--- config.mk ---
export PLATFORM = sky130hd
export DESIGN_NAME = datamux_rr
export DESIGN_NICKNAME = d
export VERILOG_FILES = /design/src/rtl/datamux_pkg.sv /design/src/rtl/rr_arbiter.sv /design/src/rtl/datamux_rr.sv
export SDC_FILE = /design/constraint.sdc
export NUM_CORES = 1
export LEC_CHECK = 0
export ABC_AREA = 1
export CAP_MARGIN = 20
export CORE_AREA = 2 2 187 189
export DETAILED_ROUTE_END_ITERATION = 8
export DIE_AREA = 0 0 189 191
export PLACE_DENSITY = 0.46
export SETUP_SLACK_MARGIN = 0.1
export SYNTH_ARGS = -nofsm -noshare
export SYNTH_HDL_FRONTEND = slang
export SYNTH_SLANG_ARGS = --single-unit
export TNS_END_PERCENT = 10
--- constraint.sdc ---
create_clock -name clk -period 8.2 [get_ports clk]
set_input_delay 1.23 -clock clk [delete_from_list [all_inputs] [get_ports clk]]
set_output_delay 1.23 -clock clk [all_outputs]
set_load 0.02 [all_outputs]
--- src/rtl/datamux_pkg.sv ---
// Shared types and helpers for the round-robin data multiplexer family.
package datamux_pkg;

    typedef enum logic {
        IDLE,
        BURST
    } state_t;

    localparam int unsigned DATA_W_DEF    = 64;
    localparam int unsigned MAX_BURST_DEF = 4;

    // Successor index with wrap-around at n.
    function automatic int unsigned next_idx(input int unsigned idx, input int unsigned n);
        return (idx + 32'd1 >= n) ? 32'd0 : idx + 32'd1;
    endfunction

endpackage

--- src/rtl/rr_arbiter.sv ---
// Combinational rotating-priority arbiter: grants the first requester strictly after token.
module rr_arbiter
    import datamux_pkg::*;
#(
    parameter int unsigned NUM_CH = 6,
    parameter int unsigned CH_W   = $clog2(NUM_CH)
) (
    input  logic [NUM_CH-1:0] req,
    input  logic [CH_W-1:0]   token,
    output logic [NUM_CH-1:0] gnt,
    output logic [CH_W-1:0]   gnt_idx,
    output logic              gnt_valid
);

    int unsigned idx;

    always_comb begin
        gnt       = '0;
        gnt_idx   = token;
        gnt_valid = 1'b0;
        idx       = 32'(token);
        for (int unsigned k = 0; k < NUM_CH; k++) begin
            idx = next_idx(idx, NUM_CH);
            if (!gnt_valid && req[CH_W'(idx)]) begin
                gnt_valid           = 1'b1;
                gnt_idx             = CH_W'(idx);
                gnt[CH_W'(idx)]     = 1'b1;
            end
        end
    end

endmodule

--- src/rtl/datamux_rr.sv ---
// Round-robin merge of NUM_CH standard-read FIFOs into one sink with per-grant bursts.
// Optional statistics counters are built when DATAMUX_RR_STATS_EN is defined.
module datamux_rr
    import datamux_pkg::*;
#(
    parameter int unsigned NUM_CH    = 6,
    parameter int unsigned DATA_W    = DATA_W_DEF,
    parameter int unsigned MAX_BURST = MAX_BURST_DEF,
    parameter int unsigned CH_W      = $clog2(NUM_CH)
) (
    input  logic                     clk,
    input  logic                     rst,
    input  logic                     enable,
    input  logic [NUM_CH-1:0]        ch_enable,
    input  logic [NUM_CH-1:0]        ch_empty,
    input  logic [NUM_CH*DATA_W-1:0] ch_data,
    output logic [NUM_CH-1:0]        ch_rd_en,
    output logic [DATA_W-1:0]        out_data,
    output logic                     out_wr_en,
    input  logic                     out_full,
    input  logic                     out_almost_full,
    output logic [CH_W-1:0]          grant_id,
    output logic                     busy
`ifdef DATAMUX_RR_STATS_EN
    ,
    input  logic                     stats_clr,
    output logic [NUM_CH*32-1:0]     ch_word_cnt,
    output logic [31:0]              stall_cnt
`endif
);

    localparam logic [7:0] BURST_LIM = 8'(MAX_BURST);

    state_t            state;
    logic [CH_W-1:0]   grant_q;
    logic [7:0]        burst_cnt;
    logic [NUM_CH-1:0] req;
    logic [NUM_CH-1:0] arb_gnt;
    logic [CH_W-1:0]   arb_idx;
    logic              arb_valid;
    logic              rd_ok;
    logic              rd_start;
    logic              rd_more;
    logic [DATA_W-1:0] sel_data;

    assign req   = ~ch_empty & ch_enable & {NUM_CH{enable}};
    assign rd_ok = !out_full && !out_almost_full;

    rr_arbiter #(
        .NUM_CH (NUM_CH),
        .CH_W   (CH_W)
    ) u_arb (
        .req       (req),
        .token     (grant_q),
        .gnt       (arb_gnt),
        .gnt_idx   (arb_idx),
        .gnt_valid (arb_valid)
    );

    // Read strobes are combinational so the FIFO word lands in the very next cycle.
    always_comb begin
        rd_start = !rst && (state == IDLE) && arb_valid && rd_ok;
        rd_more  = !rst && (state == BURST) && req[grant_q] && (burst_cnt < BURST_LIM) && rd_ok;
        ch_rd_en = '0;
        if (rd_start) begin
            ch_rd_en = arb_gnt;
        end else if (rd_more) begin
            ch_rd_en[grant_q] = 1'b1;
        end
    end

    always_comb begin
        sel_data = '0;
        for (int unsigned i = 0; i < NUM_CH; i++) begin
            if (grant_q == CH_W'(i)) begin
                sel_data = ch_data[i*DATA_W +: DATA_W];
            end
        end
    end

    // BURST is entered or held only when a read was issued, so it marks a word in flight.
    assign busy      = (state == BURST);
    assign out_wr_en = busy && !rst;
    assign out_data  = out_wr_en ? sel_data : '0;
    assign grant_id  = grant_q;

    always_ff @(posedge clk) begin
        if (rst) begin
            state     <= IDLE;
            grant_q   <= CH_W'(NUM_CH - 1);
            burst_cnt <= '0;
        end else begin
            case (state)
                IDLE: begin
                    if (rd_start) begin
                        grant_q   <= arb_idx;
                        burst_cnt <= 8'd1;
                        state     <= BURST;
                    end
                end
                BURST: begin
                    if (rd_more) begin
                        burst_cnt <= burst_cnt + 8'd1;
                    end else begin
                        state <= IDLE;
                    end
                end
                default: state <= IDLE;
            endcase
        end
    end

`ifdef DATAMUX_RR_STATS_EN
    logic [31:0] word_cnt [NUM_CH];

    always_ff @(posedge clk) begin
        if (rst || stats_clr) begin
            for (int unsigned i = 0; i < NUM_CH; i++) begin
                word_cnt[i] <= '0;
            end
            stall_cnt <= '0;
        end else begin
            if (out_wr_en && (word_cnt[grant_q] != '1)) begin
                word_cnt[grant_q] <= word_cnt[grant_q] + 32'd1;
            end
            if ((|req) && !rd_ok && (stall_cnt != '1)) begin
                stall_cnt <= stall_cnt + 32'd1;
            end
        end
    end

    always_comb begin
        ch_word_cnt = '0;
        for (int unsigned i = 0; i < NUM_CH; i++) begin
            ch_word_cnt[i*32 +: 32] = word_cnt[i];
        end
    end
`endif

endmodule
### Word-level counts from Yosys, hierarchy flattened

Index checks and enable logic that the tools add are counted.

| word-level totals | value |
|---|---|
| bits in registers | 12 |
| input port bits | 401 |
| output and inout bits | 75 |
| word-level logic and storage cells | 146 |

| cells by class | value |
|---|---|
| $add $sub $neg | 7 |
| order comparisons | 21 |
| equal/unequal tests | 7 |
| muxes and demuxes | 67 |
| bitwise gates (word level) | 9 |
| reductions and logical operators | 32 |

Operators with widths:

| kind | count |
|---|---|
| 64-bit two-way mux | 7 |
| 32-bit by 1-bit adder with 32-bit output, second input constant | 5 |
| 32-bit by 3-bit >= comparator with 1-bit output, second input constant | 5 |
| 32-bit two-way mux | 5 |
| 6-bit two-way mux | 8 |
| 6-bit OR | 5 |
| 3-bit by 4-bit < comparator with 1-bit output, second input constant | 7 |
| 1-bit two-way mux | 22 |
| 1-bit binary-select mux with 3-bit select | 7 |
| 1-bit demux with 3-bit select | 7 |
| 3-bit by 1-bit >= comparator with 1-bit output, second input constant | 7 |
| 3-bit two-way mux | 7 |
| 1-bit logical AND | 20 |
| 8-bit two-way mux | 2 |
| 8-bit one-hot mux with 2 select lines | 1 |
| 6-bit bitwise AND | 2 |
| 8-bit by 1-bit adder with 8-bit output, second input constant | 1 |
| 1-bit logical NOT | 8 |
| 8-bit by 3-bit < comparator with 1-bit output, second input constant | 1 |
| 3-bit by 2-bit == test with 1-bit output, second input constant | 2 |
| 3-bit == test, second input constant | 2 |
| 6-bit inverter | 1 |
| 6-bit nonzero test | 1 |
| 3-bit by 1-bit adder with 4-bit output, second input constant | 1 |
| 9 further kinds | 9 |

### Depth between registers and ports, before layout

Gate-level depths: netlist of the first run.

| logic depth | value |
|---|---|
| depth in word-level cells | 26 |
| mapped depth | 39 |
| mapped depth without buffers | 38 |

### Cells and area by module

Synthesis of the first run repeated with hierarchy kept, for this count alone.

| unflattened totals | value |
|---|---|
| cells, all modules | 987 |
| area total of the unflattened synthesis | 5103.6 sq um |

By module, submodules not included:

| module | times used | cells an instance | area each (sq um) | sequential area each (sq um) |
|---|---|---|---|---|
| datamux_rr | 1 | 696 | 3498.4 | 240.2 |
| rr_arbiter | 1 | 291 | 1605.3 | 0.0 |

### Worst setup path after synthesis of the first run

No wires, ideal clock.

| path | value |
|---|---|
| path kind | flip-flop to output port |
| start point | register grant_q[0] (netlist: grant_id[0]) |
| end point | output ch_rd_en[0] |
| arrival | 5.363 ns |
| data required time | 6.970 ns |
| setup slack | 1.607 ns |
| stages on the path, launching flop included | 34 |
| buffers on the path | 3 |
| path through | dfxtp_1 inv_1 buf_2 ha_1 o21ai_1 nand3_4 inv_4 ha_1 nor2_1 inv_1 nand3_2 nand2_1 buf_4 ha_1 nor2_4 inv_2 nand2_2 nand2_4 inv_2 ha_1 nor2_1 inv_1 nand3_4 nand2_4 inv_4 nand2_1 o21ai_1 o211ai_2 nand2_4 nand2_4 nand2_4 buf_6 nor2_1 a21oi_1 |

| between the ends | value |
|---|---|
| longest elaborated chain between the ends | 25 |

RTL lines:

| item | RTL line | source |
|---|---|---|
| start, declared | datamux_rr.sv:35 | `logic [CH_W-1:0] grant_q;` |
| start signal, assigned | datamux_rr.sv:90 | `grant_q <= CH_W'(NUM_CH - 1);` |
| start signal, assigned | datamux_rr.sv:96 | `grant_q <= arb_idx;` |
| 3-bit by 1-bit adder with 4-bit output | datamux_pkg.sv:14 | `return (idx + 32'd1 >= n) ? 32'd0 : idx + 32'd1;` |
| 4-bit by 3-bit >= comparator with 1-bit output | datamux_pkg.sv:14 |  |
| 32-bit two-way mux | datamux_pkg.sv:14 |  |
| 32-bit by 1-bit adder with 32-bit output | datamux_pkg.sv:14 |  |
| 32-bit by 3-bit >= comparator with 1-bit output | datamux_pkg.sv:14 |  |
| 32-bit two-way mux | datamux_pkg.sv:14 |  |
| 32-bit by 1-bit adder with 32-bit output / 1-bit binary-select mux with 3-bit select (equally long branches) | datamux_pkg.sv:14, rr_arbiter.sv:24 |  |
| 32-bit by 3-bit >= comparator with 1-bit output / 1-bit two-way mux (equally long branches) | datamux_pkg.sv:14, rr_arbiter.sv:24 |  |
| (+9 left out) | - |  |
| 3-bit two-way mux / 1-bit logical AND (equally long branches) | datamux_pkg.sv:14, rr_arbiter.sv:24 |  |
| 3-bit by 4-bit < comparator with 1-bit output (not written as such) (tied with other cells) | rr_arbiter.sv:27 | `gnt[CH_W'(idx)] = 1'b1;` |
| 1-bit logical AND (not written as such) (tied with other cells) | rr_arbiter.sv:27 |  |
| 1-bit two-way mux (not written as such) / 1-bit logical AND (equally long branches) | rr_arbiter.sv:27, rr_arbiter.sv:24 |  |
| 1-bit demux with 3-bit select / 1-bit two-way mux (equally long branches) | - |  |
| 6-bit OR (no source line) / 1-bit logical AND (equally long branches) | - |  |
| 6-bit two-way mux / 1-bit logical AND (equally long branches) | rr_arbiter.sv:24, datamux_rr.sv:62 |  |
| 6-bit two-way mux (*) | datamux_rr.sv:65 | `if (rd_start) begin` |
| end, declared | datamux_rr.sv:17 | `output logic [NUM_CH-1:0] ch_rd_en,` |

Mark *: on every way between the ends. The rest lies on a longest branch, timed or not. The select of a mux whose other input is x is not followed.

### Worst setup path in the final report of the first run

| path | value |
|---|---|
| start point | register grant_q[1] (netlist: grant_id[1]) |
| end point | output ch_rd_en[0] |

The elaborated chain is that of the path after synthesis.

==> results of run 1 <==
per-layer routing:
metal  wire length, um  global-route usage [%]  up-vias
met3              4380                    7.89       38
li1                  -                       -     4452
met4               917                    4.90        4
met5                22                       0        -
met1             17700                    27.5     4185
met2             19400                    35.4      374
power by group through the flow:
stage               combinational [uW]  sequential, uW  clock, uW
detailed placement                2630            92.3          0
global placement                  2660            91.8          0
CTS                               2650            91.7       99.8
finish                            2640            93.0       98.6
floorplan                         1830            87.0          0
global route                      2920            95.7        104
worst reg2reg max path: cells and delay by family (launching register included):
kind / cells / cell delay [ps]
flip-flops: 1 / 510
AO/OA/AOI/OAI: 1 / 160
adder cells (fa/ha/maj): 5 / 1550
buffers and inverters: 6 / 630
AND/OR/NAND/NOR: 21 / 2660
registers in the layout, indices dropped and copies added (netlist names):
name       flops
grant_id       3
busy           1
burst_cnt      8
final timing paths:
kind / startpoint / cells past startpoint / slack [ps] / endpoint
setup / recovery: grant_id[1] / 34 / 650 / ch_rd_en[0]
hold / removal: burst_cnt[4] / 2 / 440 / burst_cnt[4]
setup reg to reg: grant_id[1] / 33 / 2620 / grant_id[2]
hold reg to reg: burst_cnt[4] / 2 / 440 / burst_cnt[4]
cell usage after synthesis:
library cell and count:
sky130_fd_sc_hd__a2111oi_0 1, sky130_fd_sc_hd__a21oi_1 12, sky130_fd_sc_hd__a21oi_2 3, sky130_fd_sc_hd__a21oi_4 1, sky130_fd_sc_hd__a22oi_1 63, sky130_fd_sc_hd__a31oi_1 65, sky130_fd_sc_hd__buf_1 2, sky130_fd_sc_hd__buf_2 2
sky130_fd_sc_hd__buf_4 1, sky130_fd_sc_hd__buf_6 2, sky130_fd_sc_hd__clkbuf_1 80, sky130_fd_sc_hd__dfxtp_1 12, sky130_fd_sc_hd__ha_1 11, sky130_fd_sc_hd__inv_1 49, sky130_fd_sc_hd__inv_2 9, sky130_fd_sc_hd__inv_4 2
sky130_fd_sc_hd__nand2_1 297, sky130_fd_sc_hd__nand2_2 11, sky130_fd_sc_hd__nand2_4 14, sky130_fd_sc_hd__nand3_1 97, sky130_fd_sc_hd__nand3_2 8, sky130_fd_sc_hd__nand3_4 7, sky130_fd_sc_hd__nand3b_1 2, sky130_fd_sc_hd__nand4_1 6
sky130_fd_sc_hd__nand4_2 1, sky130_fd_sc_hd__nor2_1 35, sky130_fd_sc_hd__nor2_2 4, sky130_fd_sc_hd__nor2_4 4, sky130_fd_sc_hd__nor2_8 1, sky130_fd_sc_hd__nor3_1 15, sky130_fd_sc_hd__nor4_1 2, sky130_fd_sc_hd__o211ai_1 6
sky130_fd_sc_hd__o211ai_2 1, sky130_fd_sc_hd__o21ai_0 201, sky130_fd_sc_hd__o21ai_1 7, sky130_fd_sc_hd__o21ai_2 2, sky130_fd_sc_hd__o21bai_1 1, sky130_fd_sc_hd__o31ai_1 1, sky130_fd_sc_hd__or2_0 1
what timing repair did:
item                                    4_1_cts  5_1_grt
resized for setup                             0        2
endpoints found under the setup margin        0        6
setup buffers                                 0        3
kinds of logic (layout without fill, tap and decap cells):
kind of cell | count (synthesis) | in the layout | share of synthesized area, %
AO/OA/AOI/OAI | 364 | 364 | 38.7
adder cells (fa/ha/maj) | 11 | 11 | 2.51
buffers and inverters | 147 | 552 | 10.5
flip-flops | 12 | 12 | 4.38
other | 0 | 2 | 0
AND/OR/NAND/NOR | 505 | 505 | 43.9
per-stage QoR:
stage                     cell area (um^2)  setup slack (ps)  power (uW)
after global placement               10600               725        2750
final                                10700               646        2840
after detailed placement             10600               672        2720
after CTS                            10700               360        2840
after global routing                 10700               103        3120
after floorplan                       5490              1610        1910
layout by cell type, fill, tap and decap left out, types with 4 or more instances in the layout:
cell / netlist / routed
sky130_fd_sc_hd__nand4_1: 6 / 6
sky130_fd_sc_hd__o21ai_1: 7 / 7
sky130_fd_sc_hd__inv_1: 49 / 48
sky130_fd_sc_hd__dfxtp_1: 12 / 10
sky130_fd_sc_hd__nand3_4: 7 / 7
sky130_fd_sc_hd__buf_4: 1 / 12
sky130_fd_sc_hd__nor2_2: 4 / 4
sky130_fd_sc_hd__ha_1: 11 / 9
sky130_fd_sc_hd__clkdlybuf4s50_1: 0 / 475
sky130_fd_sc_hd__nand3_2: 8 / 8
sky130_fd_sc_hd__o211ai_1: 6 / 6
sky130_fd_sc_hd__nand2_2: 11 / 12
sky130_fd_sc_hd__nor3_1: 15 / 15
sky130_fd_sc_hd__nand3_1: 97 / 97
sky130_fd_sc_hd__a31oi_1: 65 / 65
sky130_fd_sc_hd__nand2_1: 297 / 294
sky130_fd_sc_hd__o21ai_0: 201 / 201
sky130_fd_sc_hd__nor2_1: 35 / 33
sky130_fd_sc_hd__nor2_4: 4 / 6
sky130_fd_sc_hd__inv_2: 9 / 9
sky130_fd_sc_hd__nand2_4: 14 / 16
sky130_fd_sc_hd__a22oi_1: 63 / 63
sky130_fd_sc_hd__a21oi_1: 12 / 12
area by class of cell:
class / instances / area share (%)
repair buffers: 488 / 45.3
multi-input cells: 880 / 44.0
well taps: 455 / 5.30
flip-flops and latches: 12 / 2.28
inverters: 60 / 2.18
clock buffers: 4 / 0.828
diodes: 2 / 0.0466
==> impl_metrics.prom, run 1 <==
# TYPE chip_impl_metric gauge
chip_impl_info{name="run_status",value="finished clean"} 1
chip_impl_metric{name="globalplace.congestion",unit=""} 0.875
chip_impl_metric{name="static-leakage-power",unit="uW"} 0.00398
chip_impl_metric{name="cts.path.max_buffers",unit=""} 2
chip_impl_metric{name="postSynthAreaPerCell",unit="um^2"} 5.28
chip_impl_metric{name="setup_violations_final",unit=""} 0
chip_impl_metric{name="wirelength",unit="um"} 42400
chip_impl_metric{name="unique_cell_type_count_in_the_yosys_netlist",unit=""} 39
chip_impl_metric{name="worst_skew_pair.late_latency",unit="ps"} 240
chip_impl_metric{name="synth.top_cell.area_share",unit="%"} 20.3
chip_impl_metric{name="area_growth_syn_to_layout",unit="%"} 95.6
chip_impl_metric{name="ys_ff_latch",unit=""} 12
chip_impl_info{name="post-synth-top-area-cell",value="sky130_fd_sc_hd__nand2_1"} 1
chip_impl_metric{name="dpl.hpwl",unit="um"} 33900
chip_impl_metric{name="routed_length_per_placed_instance",unit="um"} 22.3
chip_impl_metric{name="post-route-min-period",unit="ps"} 7550
chip_impl_metric{name="grtUsageTotal",unit="%"} 21.8
chip_impl_metric{name="std_cell_rows",unit=""} 68
chip_impl_metric{name="synth_instances",unit=""} 1039
chip_impl_info{name="timing.critical_path.max_delay_family",value="simple AND/OR/NAND/NOR gates"} 1
chip_impl_metric{name="pwr-share-comb",unit="%"} 93.2
chip_impl_metric{name="regArea",unit="um^2"} 245
chip_impl_info{name="synthTopCellsByArea",value="sky130_fd_sc_hd__nand2_1, sky130_fd_sc_hd__o21ai_0, sky130_fd_sc_hd__nand3_1"} 1
chip_impl_metric{name="fp.dieW",unit="um"} 189
chip_impl_metric{name="die_area",unit="mm^2"} 0.0361
chip_impl_metric{name="clock_power_share",unit="%"} 3.5
chip_impl_metric{name="fin_util",unit="%"} 31.5
chip_impl_metric{name="critPathBufInv",unit=""} 8
chip_impl_metric{name="number_of_clock_buffers_inserted_by_tritoncts",unit=""} 3
chip_impl_metric{name="area_used_by_multi_input_combinational_logic",unit="mm^2"} 0.00473
chip_impl_metric{name="achievable-frequency",unit="MHz"} 132
chip_impl_metric{name="dr_drc_count",unit=""} 0
chip_impl_metric{name="worst_path_max_stage_delay",unit="ps"} 620
chip_impl_metric{name="antenna_found_initial",unit=""} 4
chip_impl_metric{name="largest_clock_skew_in_the_final_design",unit="ps"} 2.45
chip_impl_metric{name="vias",unit=""} 9053
chip_impl_metric{name="layout.cells.non_filler",unit=""} 1901
chip_impl_metric{name="cts.clk_slew.worst_paths",unit="ps"} 40
chip_impl_info{name="clk_root_buffer_cell",value="sky130_fd_sc_hd__clkbuf_16"} 1
chip_impl_metric{name="drv_slew",unit=""} 0
chip_impl_metric{name="worstPathRequired",unit="ps"} 6970
chip_impl_metric{name="grt_pass1_vias",unit=""} 8813
chip_impl_info{name="start_kind",value="register"} 1
chip_impl_metric{name="boundaryPins",unit=""} 476
chip_impl_metric{name="mappedNetlistArea",unit="mm^2"} 0.00549
chip_impl_metric{name="power.switching_fraction",unit="%"} 63.5
chip_impl_metric{name="largest_net_degree_at_the_start_of_global_routing",unit=""} 82
chip_impl_metric{name="detailedRoute.firstPassIterationCount",unit=""} 5
chip_impl_metric{name="numPlacedInstances",unit=""} 1892
chip_impl_metric{name="ctsHtreeMaxLevel",unit=""} 1
chip_impl_metric{name="post_route_cells_drive_above_1_share",unit="%"} 6.58
chip_impl_metric{name="portBuffers",unit=""} 475
chip_impl_metric{name="switching_power",unit="uW"} 1800
chip_impl_metric{name="final-hold-violation-count",unit=""} 0
chip_impl_metric{name="routed_via_density",unit=""} 4.76
chip_impl_metric{name="max_cap_viol_count",unit=""} 0
chip_impl_metric{name="drt.antenna.violating_nets",unit=""} 0
chip_impl_metric{name="synth.net_count",unit=""} 1451
chip_impl_metric{name="overflow",unit=""} 0
chip_impl_metric{name="cts.sink_count",unit=""} 12
chip_impl_metric{name="vdd.ir_drop.worst",unit="mV"} 0.271
chip_impl_metric{name="layout_worst_path_cycle_share",unit="%"} 92.1
chip_impl_metric{name="nets",unit=""} 1857
chip_impl_metric{name="maximum_fanout_encountered_on_the_critical_timing_path",unit=""} 14
chip_impl_metric{name="total_power_divided_by_cell_area",unit="mW/mm^2"} 264
chip_impl_metric{name="power.share.sequential",unit="%"} 3.3
chip_impl_metric{name="floorplan.initialDensity",unit="%"} 16.1
chip_impl_metric{name="internal-power",unit="uW"} 1040
chip_impl_info{name="cts_tree",value="yes"} 1
chip_impl_metric{name="hold_buffer_count_at_cts",unit=""} 0
chip_impl_info{name="timing_worst_setup_path_type",value="reg -> out"} 1
chip_impl_metric{name="fp.dieH",unit="um"} 191
chip_impl_metric{name="setup_tns",unit="ps"} 0
chip_impl_metric{name="detailedRoute.firstIterationViolations",unit=""} 555
chip_impl_info{name="critPathSlowestCell",value="sky130_fd_sc_hd__clkdlybuf4s50_1"} 1
chip_impl_metric{name="timing.slew.headroom",unit="%"} 41.0
chip_impl_info{name="unrepaired_setup_endpoints_after_global_routing",value="false"} 1
chip_impl_metric{name="synth-seq-area-share",unit="%"} 4.38
chip_impl_info{name="setup.worst_path.end_class",value="output pin"} 1
chip_impl_metric{name="fill_cells",unit=""} 3807
chip_impl_metric{name="grt_pass1_wl",unit="um"} 59400
chip_impl_info{name="worst_hold_path_type",value="reg -> reg"} 1
chip_impl_metric{name="timing.hold.ws",unit="ps"} 441
chip_impl_metric{name="synth_warnings",unit=""} 0
chip_impl_metric{name="crit_arrival",unit="ps"} 6320
chip_impl_metric{name="core-area",unit="mm^2"} 0.0341
chip_impl_metric{name="worstMarginPinSlew",unit="ps"} 882
No activity file was read; power rests on OpenSTA's default activity.
==> run 2: changes to the inputs <==
--- a/config.mk
+++ b/config.mk
@@ -8,6 +8,7 @@
 export ABC_AREA = 1
 export CAP_MARGIN = 20
 export CORE_AREA = 2 2 187 189
+export CTS_BUF_LIST = sky130_fd_sc_hd__clkbuf_8
 export DETAILED_ROUTE_END_ITERATION = 8
 export DIE_AREA = 0 0 189 191
 export PLACE_DENSITY = 0.46
==> run 2 against run 1 <==
Net effect:
- routed wire length grew 0.16%
- sequential cell count is the same
- combinational power is essentially flat
- non-clock buffer count is the same
- clock skew shrank 1.4 ps
- core utilization shrank 0.092 points
- register-to-register slack gained 130 ps
- sequential share of layout area is essentially flat
- critical path depth is the same
- critical path type unchanged
==> impl_metrics.prom, run 2 (same netlist as run 1, synthesis figures left out) <==
# TYPE chip_impl_metric gauge
chip_impl_metric{name="worst_skew_pair.late_latency",unit="ps"} 240
chip_impl_metric{name="floorplan.initialDensity",unit="%"} 16.1
chip_impl_metric{name="fp.dieH",unit="um"} 191
chip_impl_metric{name="portBuffers",unit=""} 475
chip_impl_metric{name="achievable-frequency",unit="MHz"} 135
chip_impl_metric{name="largest_net_degree_at_the_start_of_global_routing",unit=""} 82
chip_impl_metric{name="detailedRoute.firstPassIterationCount",unit=""} 5
chip_impl_info{name="worstHoldEndpoint",value="burst_cnt[4]"} 1
chip_impl_metric{name="power",unit="uW"} 2800
chip_impl_info{name="cts_tree",value="yes"} 1
chip_impl_metric{name="dp_worst_setup_slack",unit="ps"} 672
chip_impl_metric{name="dr_drc_count",unit=""} 0
chip_impl_info{name="unrepaired_setup_endpoints_after_global_routing",value="false"} 1
chip_impl_metric{name="std_cell_rows",unit=""} 68
chip_impl_metric{name="grtUsageTotal",unit="%"} 21.8
chip_impl_metric{name="fill_cells",unit=""} 3809
chip_impl_metric{name="overflow",unit=""} 0
chip_impl_info{name="timing_worst_setup_path_type",value="reg -> out"} 1
chip_impl_metric{name="post-route-min-period",unit="ps"} 7430
chip_impl_metric{name="post_route_cells_drive_above_1_share",unit="%"} 6.65
chip_impl_metric{name="routed_via_density",unit=""} 4.78
chip_impl_metric{name="layout.cells.non_filler",unit=""} 1901
chip_impl_info{name="regToRegStartpoint",value="grant_id[1]"} 1
chip_impl_metric{name="setup_tns",unit="ps"} 0
chip_impl_info{name="start_kind",value="register"} 1
chip_impl_metric{name="numPlacedInstances",unit=""} 1892
chip_impl_metric{name="worstRegToRegCells",unit=""} 33
chip_impl_info{name="timing.critical_path.max_delay_family",value="simple AND/OR/NAND/NOR gates"} 1
chip_impl_metric{name="whs_path_depth",unit=""} 2
chip_impl_metric{name="fin_util",unit="%"} 31.4
chip_impl_metric{name="total_power_divided_by_cell_area",unit="mW/mm^2"} 262
chip_impl_metric{name="number_of_clock_buffers_inserted_by_tritoncts",unit=""} 3
chip_impl_metric{name="fp.dieW",unit="um"} 189
chip_impl_metric{name="die_area",unit="mm^2"} 0.0361
chip_impl_metric{name="dpl.hpwl",unit="um"} 33900
chip_impl_metric{name="grt_pass1_vias",unit=""} 8811
chip_impl_info{name="run_status",value="finished clean"} 1
chip_impl_info{name="hold_path_startpoint",value="burst_cnt[4]"} 1
chip_impl_metric{name="routed_length_per_placed_instance",unit="um"} 22.3
chip_impl_metric{name="final-hold-violation-count",unit=""} 0
chip_impl_info{name="final_cell_mix",value="sky130_fd_sc_hd__clkdlybuf4s50_1, sky130_fd_sc_hd__nand2_1, sky130_fd_sc_hd__o21ai_0"} 1
chip_impl_metric{name="wirelength",unit="um"} 42500
chip_impl_metric{name="reg2reg_setup_slack",unit="ps"} 2750
chip_impl_info{name="critPathSlowestCell",value="sky130_fd_sc_hd__clkdlybuf4s50_1"} 1
chip_impl_metric{name="vias",unit=""} 9078
chip_impl_metric{name="static-leakage-power",unit="uW"} 0.00396
chip_impl_metric{name="worstMarginPinSlew",unit="ps"} 886
chip_impl_metric{name="drv_slew",unit=""} 0
chip_impl_metric{name="cts.path.max_buffers",unit=""} 2
chip_impl_metric{name="timing.slew.headroom",unit="%"} 40.9
chip_impl_metric{name="area_growth_syn_to_layout",unit="%"} 95.0
chip_impl_info{name="rr_endpoint",value="grant_id[2]"} 1
chip_impl_metric{name="setup_violations_final",unit=""} 0
chip_impl_info{name="worst_hold_path_type",value="reg -> reg"} 1
chip_impl_metric{name="ctsHtreeMaxLevel",unit=""} 1
chip_impl_metric{name="worstPathRequired",unit="ps"} 6970
chip_impl_metric{name="cts.clk_slew.worst_paths",unit="ps"} 50
chip_impl_metric{name="worstSetupPathDepth",unit=""} 34
chip_impl_info{name="layout.cells.most_common",value="sky130_fd_sc_hd__clkdlybuf4s50_1"} 1
chip_impl_metric{name="nets",unit=""} 1857
chip_impl_metric{name="maximum_fanout_encountered_on_the_critical_timing_path",unit=""} 14
chip_impl_metric{name="max_cap_viol_count",unit=""} 0
chip_impl_metric{name="antenna_found_initial",unit=""} 4
chip_impl_info{name="max_flop_register",value="burst_cnt"} 1
chip_impl_metric{name="crit_arrival",unit="ps"} 6200
chip_impl_metric{name="largest_reg_flops",unit=""} 8
chip_impl_metric{name="critPathBufInv",unit=""} 8
chip_impl_info{name="clk_root_buffer_cell",value="sky130_fd_sc_hd__clkbuf_8"} 1
chip_impl_metric{name="grt_pass1_wl",unit="um"} 59500
chip_impl_metric{name="post_layout_worst_setup_margin",unit="ps"} 775
chip_impl_metric{name="core-area",unit="mm^2"} 0.0341
chip_impl_metric{name="detailedRoute.firstIterationViolations",unit=""} 569
chip_impl_info{name="setup.worst_path.end_class",value="output pin"} 1
chip_impl_metric{name="layout_worst_path_cycle_share",unit="%"} 90.6
chip_impl_metric{name="cts.sink_count",unit=""} 12
chip_impl_metric{name="globalplace.congestion",unit=""} 0.875
chip_impl_metric{name="drt.antenna.violating_nets",unit=""} 0
chip_impl_metric{name="worst_path_max_stage_delay",unit="ps"} 620
chip_impl_metric{name="boundaryPins",unit=""} 476
chip_impl_metric{name="largest_clock_skew_in_the_final_design",unit="ps"} 1.05
chip_impl_metric{name="vdd.ir_drop.worst",unit="mV"} 0.271
[run 2: cell count changes in the layout (fill, tap and decap cells not counted)]
cell,change
sky130_fd_sc_hd__clkbuf_8,+3
sky130_fd_sc_hd__nand2_1,-1
sky130_fd_sc_hd__clkbuf_16,-3
sky130_fd_sc_hd__nand2_2,+1
[run 2: final cells by class]
type                       instances  area (um^2)  area share, %
sequential                        12          245           2.29
antenna                            2         5.00         0.0468
inverter                          60          234           2.19
tap                              455          569           5.32
timing repair buffer             488         4860           45.5
clock buffer                       4         55.1          0.514
multi-input combinational        880         4730           44.2
[run 2: per-stage QoR]
stage / hold WS, ps / cell area (um^2)
after floorplan: 423 / 5490
after global placement: 436 / 10600
after detailed placement: 437 / 10600
after CTS: 446 / 10700
after global routing: 461 / 10700
final: 443 / 10700
[run 2: report_power, final]
part           total (uW)  internal, uW  switching [uW]
combinational        2650           893            1750
clock                64.7          42.5            22.2
sequential           92.5          69.0            23.6
[run 2: repair_timing]
action | 4_1_cts | 5_1_grt
resized for setup | 0 | 3
setup buffers | 0 | 3
hold buffers | 0 | 0
setup endpoints to repair | 0 | 6
[run 2: worst register-to-register path, delay by kind of cell (launching register included)]
| family | cells | cell delay [ps] |
|---|---|---|
| AO/OA/AOI/OAI | 1 | 160 |
| buffers and inverters | 6 | 630 |
| AND/OR/NAND/NOR | 21 | 2560 |
| adder cells (fa/ha/maj) | 5 | 1500 |
| flip-flops | 1 | 520 |
[run 2: how the worst max path moves through the flow]
stage / from / endpoint
CTS: grant_id[0] / ch_rd_en[0]
floorplan: grant_id[0] / ch_rd_en[0]
finish: grant_id[1] / ch_rd_en[0]
global placement: grant_id[0] / ch_rd_en[0]
global route: grant_id[2] / ch_rd_en[0]
detailed placement: grant_id[0] / ch_rd_en[0]
[run 2: layer usage]
layer	global-route usage [%]	part of all wire [%]	vias to the layer above
met4	5.08	2.1	4
li1	-	-	4455
met1	27.5	41	4200
met3	7.95	11	36
met2	35.4	46	383
met5	0	0.052	-
==> run 3: changes to the inputs <==
--- a/config.mk
+++ b/config.mk
@@ -9,6 +9,7 @@
 export CAP_MARGIN = 20
 export CORE_AREA = 2 2 187 189
 export CTS_BUF_LIST = sky130_fd_sc_hd__clkbuf_8
+export CTS_CLUSTER_DIAMETER = 150
 export DETAILED_ROUTE_END_ITERATION = 8
 export DIE_AREA = 0 0 189 191
 export PLACE_DENSITY = 0.46
==> results of run 3 <==
Final layout, timing and power as in run 2 (identical DEF).
